<file path="config.mk">
export PLATFORM = sky130hd
export DESIGN_NAME = tbec_read_arbiter
export DESIGN_NICKNAME = d
export VERILOG_FILES = /design/src/rtl/tbec_read_arbiter.sv
export SDC_FILE = /design/constraint.sdc
export NUM_CORES = 1
export LEC_CHECK = 0
export ABC_AREA = 1
export CORE_UTILIZATION = 34
export DETAILED_ROUTE_END_ITERATION = 8
export GPL_TIMING_DRIVEN = 0
export MAX_ROUTING_LAYER = met4
export PLACE_DENSITY = 0.76
export REMOVE_ABC_BUFFERS = 1
export SETUP_SLACK_MARGIN = 0.2
export SYNTH_ARGS = -nofsm -noshare
export SYNTH_HDL_FRONTEND = slang
export SYNTH_SLANG_ARGS = --single-unit
</file>
<file path="constraint.sdc">
create_clock -name clk -period 2.4 [get_ports clk]
set_input_delay 0.48 -clock clk [delete_from_list [all_inputs] [get_ports clk]]
set_output_delay 0.48 -clock clk [all_outputs]
set_load 0.02 [all_outputs]
</file>
<file path="src/rtl/tbec_read_arbiter.sv">
// tbec_read_arbiter: round-robin arbiter sharing one memory read port and one TBEC-RSC decoder.
// Optional macro TBEC_ERR_LOG_EN adds err_addr/err_id capture of the last corrected read.
module tbec_read_arbiter #(
  parameter int ADDR_W  = 10,
  parameter int MEM_LAT = 2,
  parameter int CNT_W   = 16
) (
  input  logic              clk,
  input  logic              rst_n,
  input  logic              req0_valid,
  input  logic [ADDR_W-1:0] req0_addr,
  output logic              req0_ready,
  input  logic              req1_valid,
  input  logic [ADDR_W-1:0] req1_addr,
  output logic              req1_ready,
  output logic              mem_en,
  output logic [ADDR_W-1:0] mem_addr,
  input  logic [0:31]       mem_rdata,
  output logic [0:31]       dec_cw,
  input  logic [0:15]       dec_data,
  output logic              rsp_valid,
  input  logic              rsp_ready,
  output logic [0:15]       rsp_data,
  output logic              rsp_id,
  output logic              rsp_corr,
  output logic [CNT_W-1:0]  err_cnt,
  input  logic              err_cnt_clr,
  output logic              busy
`ifdef TBEC_ERR_LOG_EN
  ,
  output logic [ADDR_W-1:0] err_addr,
  output logic              err_id
`endif
);
  typedef enum logic [2:0] {S_IDLE, S_ISSUE, S_WAIT, S_DECODE, S_RESP} state_t;
  state_t r_state, w_next;
  logic w_gnt0, w_gnt1, w_corr, w_inc, w_grant;
  logic r_last, r_id, r_rsp_id, r_corr;
  logic [ADDR_W-1:0] r_addr;
  logic [2:0] r_cnt;
  logic [0:31] r_cw;
  logic [0:15] r_data;
  logic [CNT_W-1:0] r_err;
`ifdef TBEC_ERR_LOG_EN
  logic [ADDR_W-1:0] r_err_addr;
  logic r_err_id;
  assign err_addr = r_err_addr;
  assign err_id   = r_err_id;
`endif
  // r_last is the requester granted most recently; the other one wins a tie
  always_comb begin
    w_gnt0 = req0_valid && (!req1_valid || r_last);
    w_gnt1 = req1_valid && (!req0_valid || !r_last);
    w_grant = r_state == S_IDLE && (w_gnt0 || w_gnt1);
    w_corr = dec_data != r_cw[0:15];
    w_inc = r_state == S_DECODE && w_corr && !(&r_err);
    w_next = r_state;
    case (r_state)
      S_IDLE:   w_next = w_grant ? S_ISSUE : S_IDLE;
      S_ISSUE:  w_next = S_WAIT;
      S_WAIT:   w_next = r_cnt == 3'd1 ? S_DECODE : S_WAIT;
      S_DECODE: w_next = S_RESP;
      S_RESP:   w_next = rsp_ready ? S_IDLE : S_RESP;
      default:  w_next = S_IDLE;
    endcase
  end
  always_ff @(posedge clk or negedge rst_n)
    if (!rst_n) r_state <= S_IDLE;
    else r_state <= w_next;
  always_ff @(posedge clk or negedge rst_n)
    if (!rst_n) begin
      r_last <= 1'b1;
      r_id <= 1'b0;
      r_addr <= '0;
      r_cnt <= '0;
      r_cw <= '0;
      r_data <= '0;
      r_rsp_id <= 1'b0;
      r_corr <= 1'b0;
      r_err <= '0;
`ifdef TBEC_ERR_LOG_EN
      r_err_addr <= '0;
      r_err_id <= 1'b0;
`endif
    end else begin
      if (w_grant) begin
        r_addr <= w_gnt1 ? req1_addr : req0_addr;
        r_id <= w_gnt1;
        r_last <= w_gnt1;
      end
      if (r_state == S_ISSUE) r_cnt <= 3'(MEM_LAT);
      else if (r_state == S_WAIT) r_cnt <= r_cnt - 3'd1;
      // the read data is only valid in the final WAIT cycle
      if (r_state == S_WAIT && r_cnt == 3'd1) r_cw <= mem_rdata;
      if (r_state == S_DECODE) begin
        r_data <= dec_data;
        r_corr <= w_corr;
        r_rsp_id <= r_id;
      end
      if (err_cnt_clr) r_err <= '0;
      else if (w_inc) r_err <= r_err + CNT_W'(1);
`ifdef TBEC_ERR_LOG_EN
      if (err_cnt_clr) begin
        r_err_addr <= '0;
        r_err_id <= 1'b0;
      end else if (r_state == S_DECODE && w_corr) begin
        r_err_addr <= r_addr;
        r_err_id <= r_id;
      end
`endif
    end
  // ready is combinational in IDLE, so keep it quiet while reset is held
  assign req0_ready = rst_n && r_state == S_IDLE && w_gnt0;
  assign req1_ready = rst_n && r_state == S_IDLE && w_gnt1;
  assign mem_en = r_state == S_ISSUE;
  assign mem_addr = r_addr;
  assign dec_cw = r_cw;
  assign rsp_valid = r_state == S_RESP;
  assign rsp_data = r_data;
  assign rsp_id = r_rsp_id;
  assign rsp_corr = r_corr;
  assign err_cnt = r_err;
  assign busy = r_state != S_IDLE;
endmodule
</file>
==> summary.json, run 1 <==
{
  "avgViaCountPerCell": 4.695,
  "port_buffers": 154,
  "synth.top_cells.by_count": "145 x nand2_1, 83 x dfrtp_1, 63 x nor2_1, 60 x inv_1, 42 x o21ai_0",
  "die_w_um": 110.6,
  "worstSetupStartpointType": "input pin",
  "detail_route.wl_per_cell_um": 12.93,
  "synth-compound-area-share": 0.08240,
  "cellPowerDensity_mw_per_mm2": 1167,
  "synth_simple_gate_area_share": 0.2497,
  "areaGrowthSynthToFinish_pct": 50.25,
  "worst_setup_path_startpoint": "req1_valid",
  "overall_fraction_of_global_route_tracks_in_use": 0.1820,
  "post-place-ws_ns": -0.2492,
  "crit_fanout": 2,
  "grt_first_pass_wirelength_mm": 17.44,
  "root_buffer": "clkbuf_16",
  "drt.antenna.violating_nets": 0,
  "run_status": "complete, no violations",
  "timing.critical_path.required_ns": 1.92,
  "floorplan.initialDensity": 0.3496,
  "route.vias.total": 3728,
  "cts_tree": "done",
  "worstRegToRegCells": 8,
  "hpwlAfterDp_mm": 7.587,
  "post_synth_fa_ha_maj_area_fraction": 0.009363,
  "post_synth.cell_area_avg_um2": 8.082,
  "max_clock_freq_mhz": 499.2,
  "post_route_cells_drive_above_1_share": 0.07373,
  "drt_first_pass_iters": 4,
  "clock_tree.buffer_depth": 2,
  "core_region_area_mm2": 0.01147,
  "globalRouteOverflowTotal": 0,
  "power.static_leakage_uw": 0.002871,
  "finalHoldViolCount": 0,
  "final_min_period_over_clock_period": 0.8346,
  "finalWeightedCongestion": 0.8036,
  "synth.lib_cells_used.distinct": 31,
  "fin_setup_tns_ns": 0,
  "largest_family_of_logic_cells_by_synthesized_area": "simple AND/OR/NAND/NOR gates",
  "antenna_found_initial": 0,
  "async_flop_share": 1.000,
  "setup_viol_count_final": 0,
  "drt-total-wl_mm": 10.27,
  "clk-insertion-delay-late_ns": 0.34,
  "final_net_count": 723,
  "worst_slew_margin_relative_to_its_limit": 0.5513,
  "post-route-worst-setup-slack_ns": 0.3969,
  "maximum_number_of_pins_on_one_net_before_global_route_repair": 48,
  "final_period_demand_of_the_worst_path_ns": 2.003,
  "cp.arrival_ns": 1.52,
  "boundaryPins": 155,
  "synth_top_cell_by_area": "dfrtp_1",
  "worst_clock_skew_ns": 0.009417,
  "die_h_um": 110.6,
  "num_antenna_cells": 0,
  "synth-main-ff-cell": "dfrtp_1",
  "drtIter0Drc": 141,
  "post_synth_mux_area_share": 0.04494,
  "vias_in_the_first_global_route": 3739,
  "number_of_flops_mapped_to_enable_cells_by_yosys": 0,
  "post-synth-top-count-cell": "nand2_1",
  "synth_area_mm2": 0.004009,
  "synth-seq-cells": 84,
  "drcViolationCount": 0,
  "numCtsBuffers": 9,
  "synth_largest_type_area_fraction": 0.5181,
  "die_area_mm2": 0.01223,
  "critPathCaptureType": "output port",
  "rsz0062_at_grt": "no",
  "synth.top_cells.by_area": "dfrtp_1 52%, nand2_1 14%, nor2_1 5.9%",
  "rrSetupSlack_ns": 0.45,
  "min_path_type": "in -> async",
  "clk_pin_slew_worst_paths_ns": 0.06,
  "path_class": "in -> out",
  "seq_area_frac_synth": 0.5247,
  "synthesis.instances": 496,
  "maxCapViolCount": 0,
  "clock_sink_count": 84,
  "drv_slew": 0,
  "placement_rows": 39,
  "ctsHtreeMaxLevel": 3,
  "synth_xor_xnor_area_share": 0.01092,
  "setup.worst_path.end": "req0_ready",
  "synthesis.yosys.warnings": 0,
  "cts_post_setup_buffers_inserted": 0,
  "critical_path.reg2reg.startpoint": "err_cnt[0]",
  "tightestPinTransition_ns": 0.6710,
  "worst_ir_drop_vdd_uv": 765.1,
  "worst_r2r_endpoint": "err_cnt[13]"
}
==> stage by stage <==
stage                     cells  power [µW]    util  cell area, µm²  hold WS [ns]
after global placement      776        5600  0.4926            5649        0.4659
after floorplan             479        4068       -            3929        0.1844
after detailed placement    778        5718  0.4977            5707        0.4678
after CTS                   794        7101  0.5241            6010       0.01241
final                       794        7027  0.5253            6023      0.008179
after global routing        794        7499  0.5253            6023       0.02736
==> placed cells by master, fill, tap and decap left out, types with 3 or more instances in the layout <==
master / count
clkdlybuf4s50_1: 148
nand2_1: 145
dfrtp_1: 83
nor2_1: 63
inv_1: 60
o21ai_0: 42
nand3_1: 20
a21oi_1: 17
mux2_2: 16
clkbuf_16: 9
nor3_1: 7
xor2_1: 3
ha_1: 3
clkbuf_8: 3
clkinvlp_4: 3
==> repair_timing <==
item | 4_1_cts | 5_1_grt
cloned | 0 | 0
pin swaps | 0 | 0
gates resized for setup | 8 | 8
setup endpoints to repair | 25 | 47
hold buffers | 0 | 0
==> cells by family (layout without fill, tap and decap cells) <==
kind of cell,Yosys count,count (layout)
muxes,16,16
DFF,84,84
xor gates and xnor gates,5,5
buffers and inverters,79,234
AOI/OAI and AO/OA,65,65
adders and majority gates,3,3
and+or+nand+nor,244,244
==> routing by layer <==
layer	vias to the layer above	global-route usage	wire, µm	part of all wire
met1	1722	0.2196	4491	0.44
met4	0	0.09333	331	0.032
met5	-	-	0	0
met3	32	0.03842	541	0.053
met2	128	0.2878	4901	0.48
li1	1846	-	-	-
==> registers in the layout, summed over array words and instances, names as in the netlist <==
name,cells
dec_cw,32
err_cnt,16
mem_addr,10
r_cnt,3
r_id,1
r_last,1
r_state,3
rsp_corr,1
rsp_data,16
rsp_id,1
==> layout make-up <==
type,instances,area (µm²)
well taps,143,178.9
flip-flops and latches,84,2103
multi-input cells,333,1617
repair buffers,156,1592
clock buffers,12,266.5
inverters,62,235.2
fillers,1031,5444
clock inverters,4,31.28
==> where the power goes <==
| part | total, µW | internal [µW] | leakage (µW) | switching, µW |
|---|---|---|---|---|
| Sequential | 2390 | 2020 | 0.00103 | 371 |
| Combinational | 3280 | 1510 | 0.00170 | 1760 |
| Clock | 1360 | 790 | 0.000137 | 573 |
| Total | 7030 | 4320 | 0.00287 | 2710 |
==> worst min-delay path by stage <==
stage,endpoint,slack [ns],cells past startpoint
6_report,rsp_data[9],0.008,1
5_1_grt,rsp_data[7],0.03,1
4_1_cts,rsp_data[9],0.01,1
3_5_place_dp,rsp_corr,0.47,2
3_3_place_gp,rsp_corr,0.47,2
2_1_floorplan,dec_cw[0],0.18,0
==> critical path, stage by stage <==
cell and delay [ns]:
clkdlybuf4s50_1 0.47, inv_1 0.04, o21ai_0 0.28, nor2_1 0.09
clkbuf_2 0.16
No activity file was read; power rests on OpenSTA's default activity.
==> inputs of run 2 (changes only) <==
Clock period 2.4 ns to 2.1 ns, I/O delays scaled along.
==> run 2 against run 1 <==
Against the previous run:
- die area did not move
- register-to-register slack lost 0.09 ns
- hold slack improved by 0.023 ns
- clock-buffer cell count unchanged
- utilization rose by 0.76 points
- largest power group unchanged
==> summary.json, run 2 (same netlist as run 1, synthesis figures left out) <==
{
  "ctsHtreeMaxLevel": {"value": 3, "change": "unchanged"},
  "clock_sink_count": {"value": 84, "change": "unchanged"},
  "cellPowerDensity": {"value": 1333, "unit": "mW/mm²", "change": "+14%"},
  "die_w": {"value": 110.6, "unit": "µm", "change": "unchanged"},
  "finalWeightedCongestion": {"value": 0.8036, "change": "unchanged"},
  "clk-insertion-delay-late": {"value": 0.34, "unit": "ns", "change": "about the same"},
  "timing.critical_path.mode_cell": "nand2_1",
  "floorplan.initialDensity": {"value": 0.3496, "change": "unchanged"},
  "worst_clock_skew": {"value": 0.008685, "unit": "ns", "change": "-0.0007317 ns"},
  "num_antenna_cells": {"value": 0, "change": "unchanged"},
  "die_area": {"value": 0.01223, "unit": "mm²", "change": "unchanged"},
  "worst_slew_margin_relative_to_its_limit": {"value": 0.5493, "change": "-0.002007"},
  "drv_slew": {"value": 0, "change": "unchanged"},
  "final_common_cell": "clkdlybuf4s50_1",
  "critPathCaptureType": "output port",
  "drt_first_pass_iters": {"value": 4, "change": "unchanged"},
  "placement_rows": {"value": 39, "change": "unchanged"},
  "final_period_demand_of_the_worst_path_ns": 1.884,
  "areaGrowthSynthToFinish_pct": 52.43,
  "tightestPinTransition": {"value": 0.6761, "unit": "ns", "change": "+0.005113 ns"},
  "clock_tree.buffer_depth": {"value": 2, "change": "unchanged"},
  "grt_first_pass_wirelength": {"value": 17.71, "unit": "mm", "change": "+1.5%"},
  "antenna_found_initial": {"value": 0, "change": "unchanged"},
  "cts_tree": "done",
  "numCtsBuffers": {"value": 9, "change": "unchanged"},
  "avgViaCountPerCell": {"value": 4.729, "change": "+0.72%"},
  "most-common-layout-cells": "147 x clkdlybuf4s50_1, 145 x nand2_1, 83 x dfrtp_1",
  "worst_r2r_endpoint": "err_cnt[8]",
  "setup_viol_count_final": {"value": 0, "change": "unchanged"},
  "finalHoldViolCount": {"value": 0, "change": "unchanged"},
  "overall_fraction_of_global_route_tracks_in_use": {"value": 0.1857, "change": "+0.003667"},
  "worstRegToRegCells": {"value": 8, "change": "unchanged"},
  "hpwlAfterDp": {"value": 7.587, "unit": "mm", "change": "unchanged"},
  "detail_route.wl_per_cell": {"value": 13.52, "unit": "µm", "change": "+4.6%"},
  "final_net_count": {"value": 730, "change": "+0.97%"},
  "post-place-ws": {"value": -0.4892, "unit": "ns", "change": "-0.2400 ns"},
  "drtIter0Drc": {"value": 157, "change": "+11%"},
  "route.vias.total": {"value": 3788, "change": "+1.6%"},
  "port_buffers": {"value": 154, "change": "unchanged"},
  "rrSetupSlack": {"value": 0.36, "unit": "ns", "change": "-0.09 ns"},
  "core_region_area": {"value": 0.01147, "unit": "mm²", "change": "unchanged"},
  "max_clock_freq_mhz": 530.9,
  "critPathMaxStageDelay": {"value": 0.47, "unit": "ns", "change": "about the same"},
  "slowest_stage": "clkdlybuf4s50_1",
  "power": {"value": 8145, "unit": "µW", "change": "+16%"},
  "whs": {"value": 0.03160, "unit": "ns", "change": "+0.02342 ns"},
  "crit_fanout": {"value": 13, "change": "+11"},
  "cp.arrival": {"value": 1.46, "unit": "ns", "change": "-0.06 ns"},
  "critical_path.reg2reg.startpoint": "err_cnt[0]",
  "post_route_cells_drive_above_1_share": {"value": 0.09119, "change": "+0.01745"},
  "worstSetupStartpointType": "input pin",
  "power.static_leakage": {"value": 0.002891, "unit": "µW", "change": "+0.69%"},
  "worst_ir_drop_vdd": {"value": 876.7, "unit": "µV", "change": "+15%"},
  "rsz0062_at_grt": "yes",
  "path_class": "in -> out",
  "timing.critical_path.required": {"value": 1.68, "unit": "ns", "change": "-0.24 ns"},
  "post-route-worst-setup-slack": {"value": 0.2165, "unit": "ns", "change": "-0.1804 ns"},
  "largest_register_ff_count": {"value": 32, "change": "unchanged"},
  "run_status": "complete, no violations",
  "drt.antenna.violating_nets": {"value": 0, "change": "unchanged"},
  "drcViolationCount": {"value": 0, "change": "unchanged"},
  "fin_setup_tns": {"value": 0, "unit": "ns", "change": "unchanged"},
  "globalRouteOverflowTotal": {"value": 0, "change": "unchanged"},
  "boundaryPins": {"value": 155, "change": "unchanged"},
  "die_h": {"value": 110.6, "unit": "µm", "change": "unchanged"},
  "maximum_number_of_pins_on_one_net_before_global_route_repair": {"value": 48, "change": "unchanged"},
  "crit_path_cell_trace": "clkdlybuf4s50_1 > nand2_1 > nand2_1 > nor2_1 > clkbuf_2",
  "min_path_type": "in -> async",
  "root_buffer": "clkbuf_16",
  "fin_util": {"value": 0.5329, "change": "+0.007638"},
  "final_min_period_over_clock_period": 0.8969,
  "drt-total-wl": {"value": 10.83, "unit": "mm", "change": "+5.5%"},
  "clk_pin_slew_worst_paths": {"value": 0.06, "unit": "ns", "change": "about the same"},
  "maxCapViolCount": {"value": 0, "change": "unchanged"},
  "vias_in_the_first_global_route": {"value": 3787, "change": "+1.3%"}
}
-- run 2: critical path, delay by kind of cell --
family,cells,cell delay [ns]
buf+inv,2,0.63
simple gates,3,0.40
-- run 2: routing by layer --
metal | GRT usage | wire, µm | share of wire
met1 | 0.2249 | 4742 | 0.44
met2 | 0.2911 | 5202 | 0.48
met3 | 0.03842 | 513 | 0.047
met4 | 0.09956 | 370 | 0.034
met5 | - | 0 | 0
-- run 2: per-stage QoR --
step | std cells | area [µm²]
4_1_cts | 798 | 6076
2_1_floorplan | 479 | 3929
5_1_grt | 801 | 6111
3_5_place_dp | 778 | 5707
6_report | 801 | 6111
3_3_place_gp | 776 | 5649
-- run 2: how the worst max path moves through the flow --
stage	start	endpoint	slack, ns
final	req0_valid	req1_ready	0.22
after global placement	rst_n	req1_ready	-3.16
after global routing	req1_valid	mem_addr[1]	0.09
after detailed placement	err_cnt_clr	err_cnt[8]	-0.49
after CTS	r_last	req1_ready	0.07
after floorplan	r_state[2]	dec_cw[16]	-0.23
-- run 2: area by class of cell --
| type | instances | area (µm²) |
|---|---|---|
| multi-input cells | 334 | 1650 |
| inverters | 62 | 236.5 |
| clock inverters | 4 | 31.28 |
| clock buffers | 12 | 266.5 |
| repair buffers | 162 | 1644 |
| flip-flops and latches | 84 | 2103 |
| well taps | 143 | 178.9 |
| fillers | 1033 | 5356 |
-- run 2: timing repair --
item,in CTS,in global routing
setup buffers,2,2
cloned,0,1
pin swaps,2,4
endpoints found under the setup margin,72,65
hold buffers,2,0
endpoints found under the hold margin,37,0
gates resized for setup,19,12
-- run 2: power by group --
part           switching, µW  internal [µW]  leakage (µW)
clock                    654            903      0.000137
sequential               445           2310       0.00103
combinational           2070           1770       0.00172
total                   3170           4980       0.00289
==> inputs of run 3 (changes only) <==
Settings changed: ABC_AREA 1 to default.
==> run 3 against run 2 <==
Against the previous run:
- utilization grew 2.5 points
- critical path type is now reg -> out
- wire length grew 1.7%
- maximum frequency decreased by 1.1%
- hold slack improved by 0.0016 ns
- global-route usage shrank 0.40 points
- die area is 0.77% lower
- flip-flop and latch count is the same
- worst setup slack lost 0.021 ns
- register-to-register slack worse by 0.16 ns
- first-iteration DRC count down 36%
- sequential power up 2%
==> summary.json, run 3 <==
{
  "run_status": "complete, no violations",
  "overall_fraction_of_global_route_tracks_in_use": {"value": 0.1817, "change": "-0.004010"},
  "antenna_found_initial": {"value": 0, "change": "unchanged"},
  "most-common-layout-cells": "128 x clkdlybuf4s50_1, 78 x dfrtp_1, 51 x mux2_2",
  "clk_pwr_share": {"value": 0.182, "change": "-0.009"},
  "post_dp_cell_area": {"value": 0.005645, "unit": "mm²", "change": "-1.1%"},
  "worstSetupStartpointType": "flip-flop",
  "hpwlAfterDp": {"value": 7.257, "unit": "mm", "change": "-4.3%"},
  "synth-seq-cells": {"value": 84, "change": "unchanged"},
  "port_buffers": {"value": 154, "change": "unchanged"},
  "number_of_flops_mapped_to_enable_cells_by_yosys": {"value": 0, "change": "unchanged"},
  "areaGrowthSynthToFinish_pct": 60.21,
  "crit_fanout": {"value": 5, "change": "-8"},
  "route.vias.total": {"value": 3334, "change": "-12%"},
  "netSwitchingFraction": {"value": 0.3726, "change": "-0.01623"},
  "finalWeightedCongestion": {"value": 0.8136, "change": "+1.2%"},
  "boundaryPins": {"value": 155, "change": "unchanged"},
  "power.static_leakage": {"value": 0.002749, "unit": "µW", "change": "-4.9%"},
  "internal_power": {"value": 5267, "unit": "µW", "change": "+5.8%"},
  "clock_tree.buffer_depth": {"value": 2, "change": "unchanged"},
  "max_clock_freq": {"value": 525.2, "unit": "MHz", "change": "-1.1%"},
  "final_period_demand_of_the_worst_path": {"value": 1.904, "unit": "ns", "change": "+0.02055 ns"},
  "min_path_type": "in -> async",
  "placement_rows": {"value": 39, "change": "unchanged"},
  "worst_clock_skew": {"value": 0.003611, "unit": "ns", "change": "-0.005074 ns"},
  "setup_viol_count_final": {"value": 0, "change": "unchanged"},
  "critPathCaptureType": "output port",
  "async_flop_share": {"value": 1.000, "change": "unchanged"},
  "final_net_count": {"value": 583, "change": "-20%"},
  "floorplan.initialDensity": {"value": 0.3483, "change": "-0.001245"},
  "synthesis.instances": {"value": 329, "change": "-34%"},
  "drt_first_pass_iters": {"value": 4, "change": "unchanged"},
  "largest_register_ff_count": {"value": 32, "change": "unchanged"},
  "synthesis.yosys.warnings": {"value": 0, "change": "unchanged"},
  "maximum_number_of_pins_on_one_net_before_global_route_repair": {"value": 53, "change": "+10%"},
  "worst_slew_margin_relative_to_its_limit": {"value": 0.4501, "change": "-0.09913"},
  "clk-insertion-delay-late": {"value": 0.34, "unit": "ns", "change": "about the same"},
  "synth_top_cell_by_area": "dfrtp_1",
  "place_inst": {"value": 612, "change": "-21%"},
  "post-synth-top-count-cell": "dfrtp_1",
  "post-place-ws": {"value": -1.304, "unit": "ns", "change": "-0.8147 ns"},
  "logic_gate_share_of_total_power": {"value": 0.484, "change": "+0.013"},
  "ctsHtreeMaxLevel": {"value": 3, "change": "unchanged"},
  "worst_ir_drop_vdd": {"value": 837.5, "unit": "µV", "change": "-4.5%"},
  "numCtsBuffers": {"value": 9, "change": "unchanged"},
  "avgViaCountPerCell": {"value": 5.098, "change": "+7.8%"},
  "cts_tree": "done",
  "drcViolationCount": {"value": 0, "change": "unchanged"},
  "post-route-worst-setup-slack": {"value": 0.1959, "unit": "ns", "change": "-0.02055 ns"},
  "synth-main-ff-cell": "dfrtp_1",
  "fraction_of_power_consumed_by_sequential_logic": {"value": 0.333, "change": "-0.005"},
  "path_class": "reg -> out",
  "synth_area": {"value": 0.003978, "unit": "mm²", "change": "-0.78%"},
  "detail_route.wl_per_cell": {"value": 16.84, "unit": "µm", "change": "+25%"},
  "synth.top_cells.by_count": "83 x dfrtp_1, 51 x mux2_2, 25 x nor2_1, 24 x a21oi_1, 17 x xnor2_1",
  "cp.arrival": {"value": 1.48, "unit": "ns", "change": "+0.02 ns"},
  "finalHoldViolCount": {"value": 0, "change": "unchanged"},
  "num_antenna_cells": {"value": 0, "change": "unchanged"},
  "final_min_period_over_clock_period": {"value": 0.9067, "change": "+0.009787"},
  "seq_area_frac_synth": {"value": 0.5288, "change": "+0.004126"},
  "clk_pin_slew_worst_paths": {"value": 0.06, "unit": "ns", "change": "about the same"},
  "timing.critical_path.required": {"value": 1.68, "unit": "ns", "change": "about the same"},
  "p_switching": {"value": 3128, "unit": "µW", "change": "-1.2%"},
  "fin_util": {"value": 0.5581, "change": "+0.02518"},
  "layout.cells.non_filler": {"value": 654, "change": "-18%"},
  "post_route_cells_drive_above_1_share": {"value": 0.2779, "change": "+0.1867"},
  "post_synth.cell_area_avg": {"value": 12.09, "unit": "µm²", "change": "+50%"},
  "root_buffer": "clkbuf_16",
  "globalRouteOverflowTotal": {"value": 0, "change": "unchanged"},
  "die_h": {"value": 110.2, "unit": "µm", "change": "-0.38%"},
  "grt_first_pass_wirelength": {"value": 16.12, "unit": "mm", "change": "-9.0%"},
  "vias_in_the_first_global_route": {"value": 3300, "change": "-13%"},
  "synth_largest_type_area_fraction": {"value": 0.5222, "change": "+0.004074"},
  "final_common_cell": "clkdlybuf4s50_1",
  "maxCapViolCount": {"value": 0, "change": "unchanged"},
  "drt.antenna.violating_nets": {"value": 0, "change": "unchanged"},
  "cellPowerDensity": {"value": 1318, "unit": "mW/mm²", "change": "-1.2%"},
  "clock_sink_count": {"value": 84, "change": "unchanged"},
  "drv_slew": {"value": 0, "change": "unchanged"},
  "tightestPinTransition": {"value": 0.8222, "unit": "ns", "change": "+0.1461 ns"},
  "drt-total-wl": {"value": 11.01, "unit": "mm", "change": "+1.7%"},
  "drtIter0Drc": {"value": 100, "change": "-36%"},
  "rsz0062_at_grt": "yes",
  "synth.top_cells.by_area": "dfrtp_1 52%, mux2_2 14%, xnor2_1 3.7%",
  "synth.lib_cells_used.distinct": {"value": 37, "change": "+19%"},
  "core_region_area": {"value": 0.01142, "unit": "mm²", "change": "-0.42%"},
  "die_w": {"value": 110.2, "unit": "µm", "change": "-0.38%"},
  "nFillCells": {"value": 947, "change": "-8.3%"},
  "cts_hold_buf": {"value": 0, "change": "-2"},
  "design_area": {"value": 0.006372, "unit": "mm²", "change": "+4.3%"},
  "die_area": {"value": 0.01214, "unit": "mm²", "change": "-0.77%"}
}
[run 3: cell count changes after synthesis, moves of 11 or more]
cell     previous run  this run
mux2i_1             0        11
xnor2_1             2        17
nand3_1            21         6
mux2_2             16        51
o21ai_0            42         8
inv_1              60         9
nand2_1           145        10
nor2_1             63        25
[run 3: repair_timing]
item / CTS / global route
cloned: 1 / 3
pin swaps: 15 / 16
hold endpoints to repair: 0 / 0
setup endpoints to repair: 67 / 27
setup buffers: 16 / 6
resized for setup: 36 / 44
[run 3: cell type report]
class	instances	area [µm²]	area share
Tap cell	143	178.9	0.02808
Inverter	9	33.78	0.005301
Clock buffer	9	225.2	0.03534
Sequential cell	84	2110	0.3310
Multi-Input combinational cell	222	1946	0.3053
Timing Repair Buffer	180	1818	0.2853
Clock inverter	7	61.31	0.009621
[run 3: cell families after synthesis]
group                    share of synthesized area
multiplexers                                0.1947
buffers and inverters                      0.03460
adder cells (fa/ha/maj)                   0.009438
AO/OA/AOI/OAI                              0.06260
XOR/XNOR                                   0.03743
AND/OR/NAND/NOR                             0.1324
flip-flops                                  0.5288
[run 3: path summary, 6_finish.rpt]
kind                                     to  slack (ns)         from  cells after the start
max in group asynchronous        dec_cw[25]        1.44        rst_n                      2
worst max-delay path                 mem_en        0.20   r_state[1]                      3
min in group clk                rsp_data[5]        0.37  dec_data[5]                      2
worst min register to register   dec_cw[20]        0.50   dec_cw[20]                      1
worst max register to register  err_cnt[15]        0.20   dec_cw[11]                      8
worst min-delay path             err_cnt[4]        0.03        rst_n                      1
[run 3: metrics by stage]
step / hold WS [ns] / total power [µW] / setup TNS (ns)
6_report: 0.03315 / 8396 / 0
5_1_grt: 0.06264 / 8914 / 0
4_1_cts: 0.03653 / 8341 / 0
3_5_place_dp: 0.4080 / 6611 / -22.95
3_3_place_gp: 0.4606 / 6478 / -265.41
2_1_floorplan: 0.1244 / 4766 / -6.724
[run 3: metal layers]
layer	vias to the layer above	wire, µm	share of wire	GRT usage
met5	-	0	0	-
met4	0	244	0.022	0.07895
met3	24	696	0.063	0.04468
met2	149	5560	0.50	0.2924
met1	1620	4511	0.41	0.2168
li1	1541	-	-	-
[run 3: power groups by stage]
stage               clock network [µW]  registers, µW  logic (µW)
floorplan                            0           3490        1280
global route                      1650           2890        4370
CTS                               1570           2790        3980
detailed placement                   0           2820        3790
global placement                     0           2770        3710
finish                            1530           2800        4070
[run 3: worst max-delay path, cell delays in order, from the launching register on]
cell           delay [ns]
dfrtp_2              0.45
buf_4                0.15
nor3_1               0.18
dlygate4sd2_1        0.37
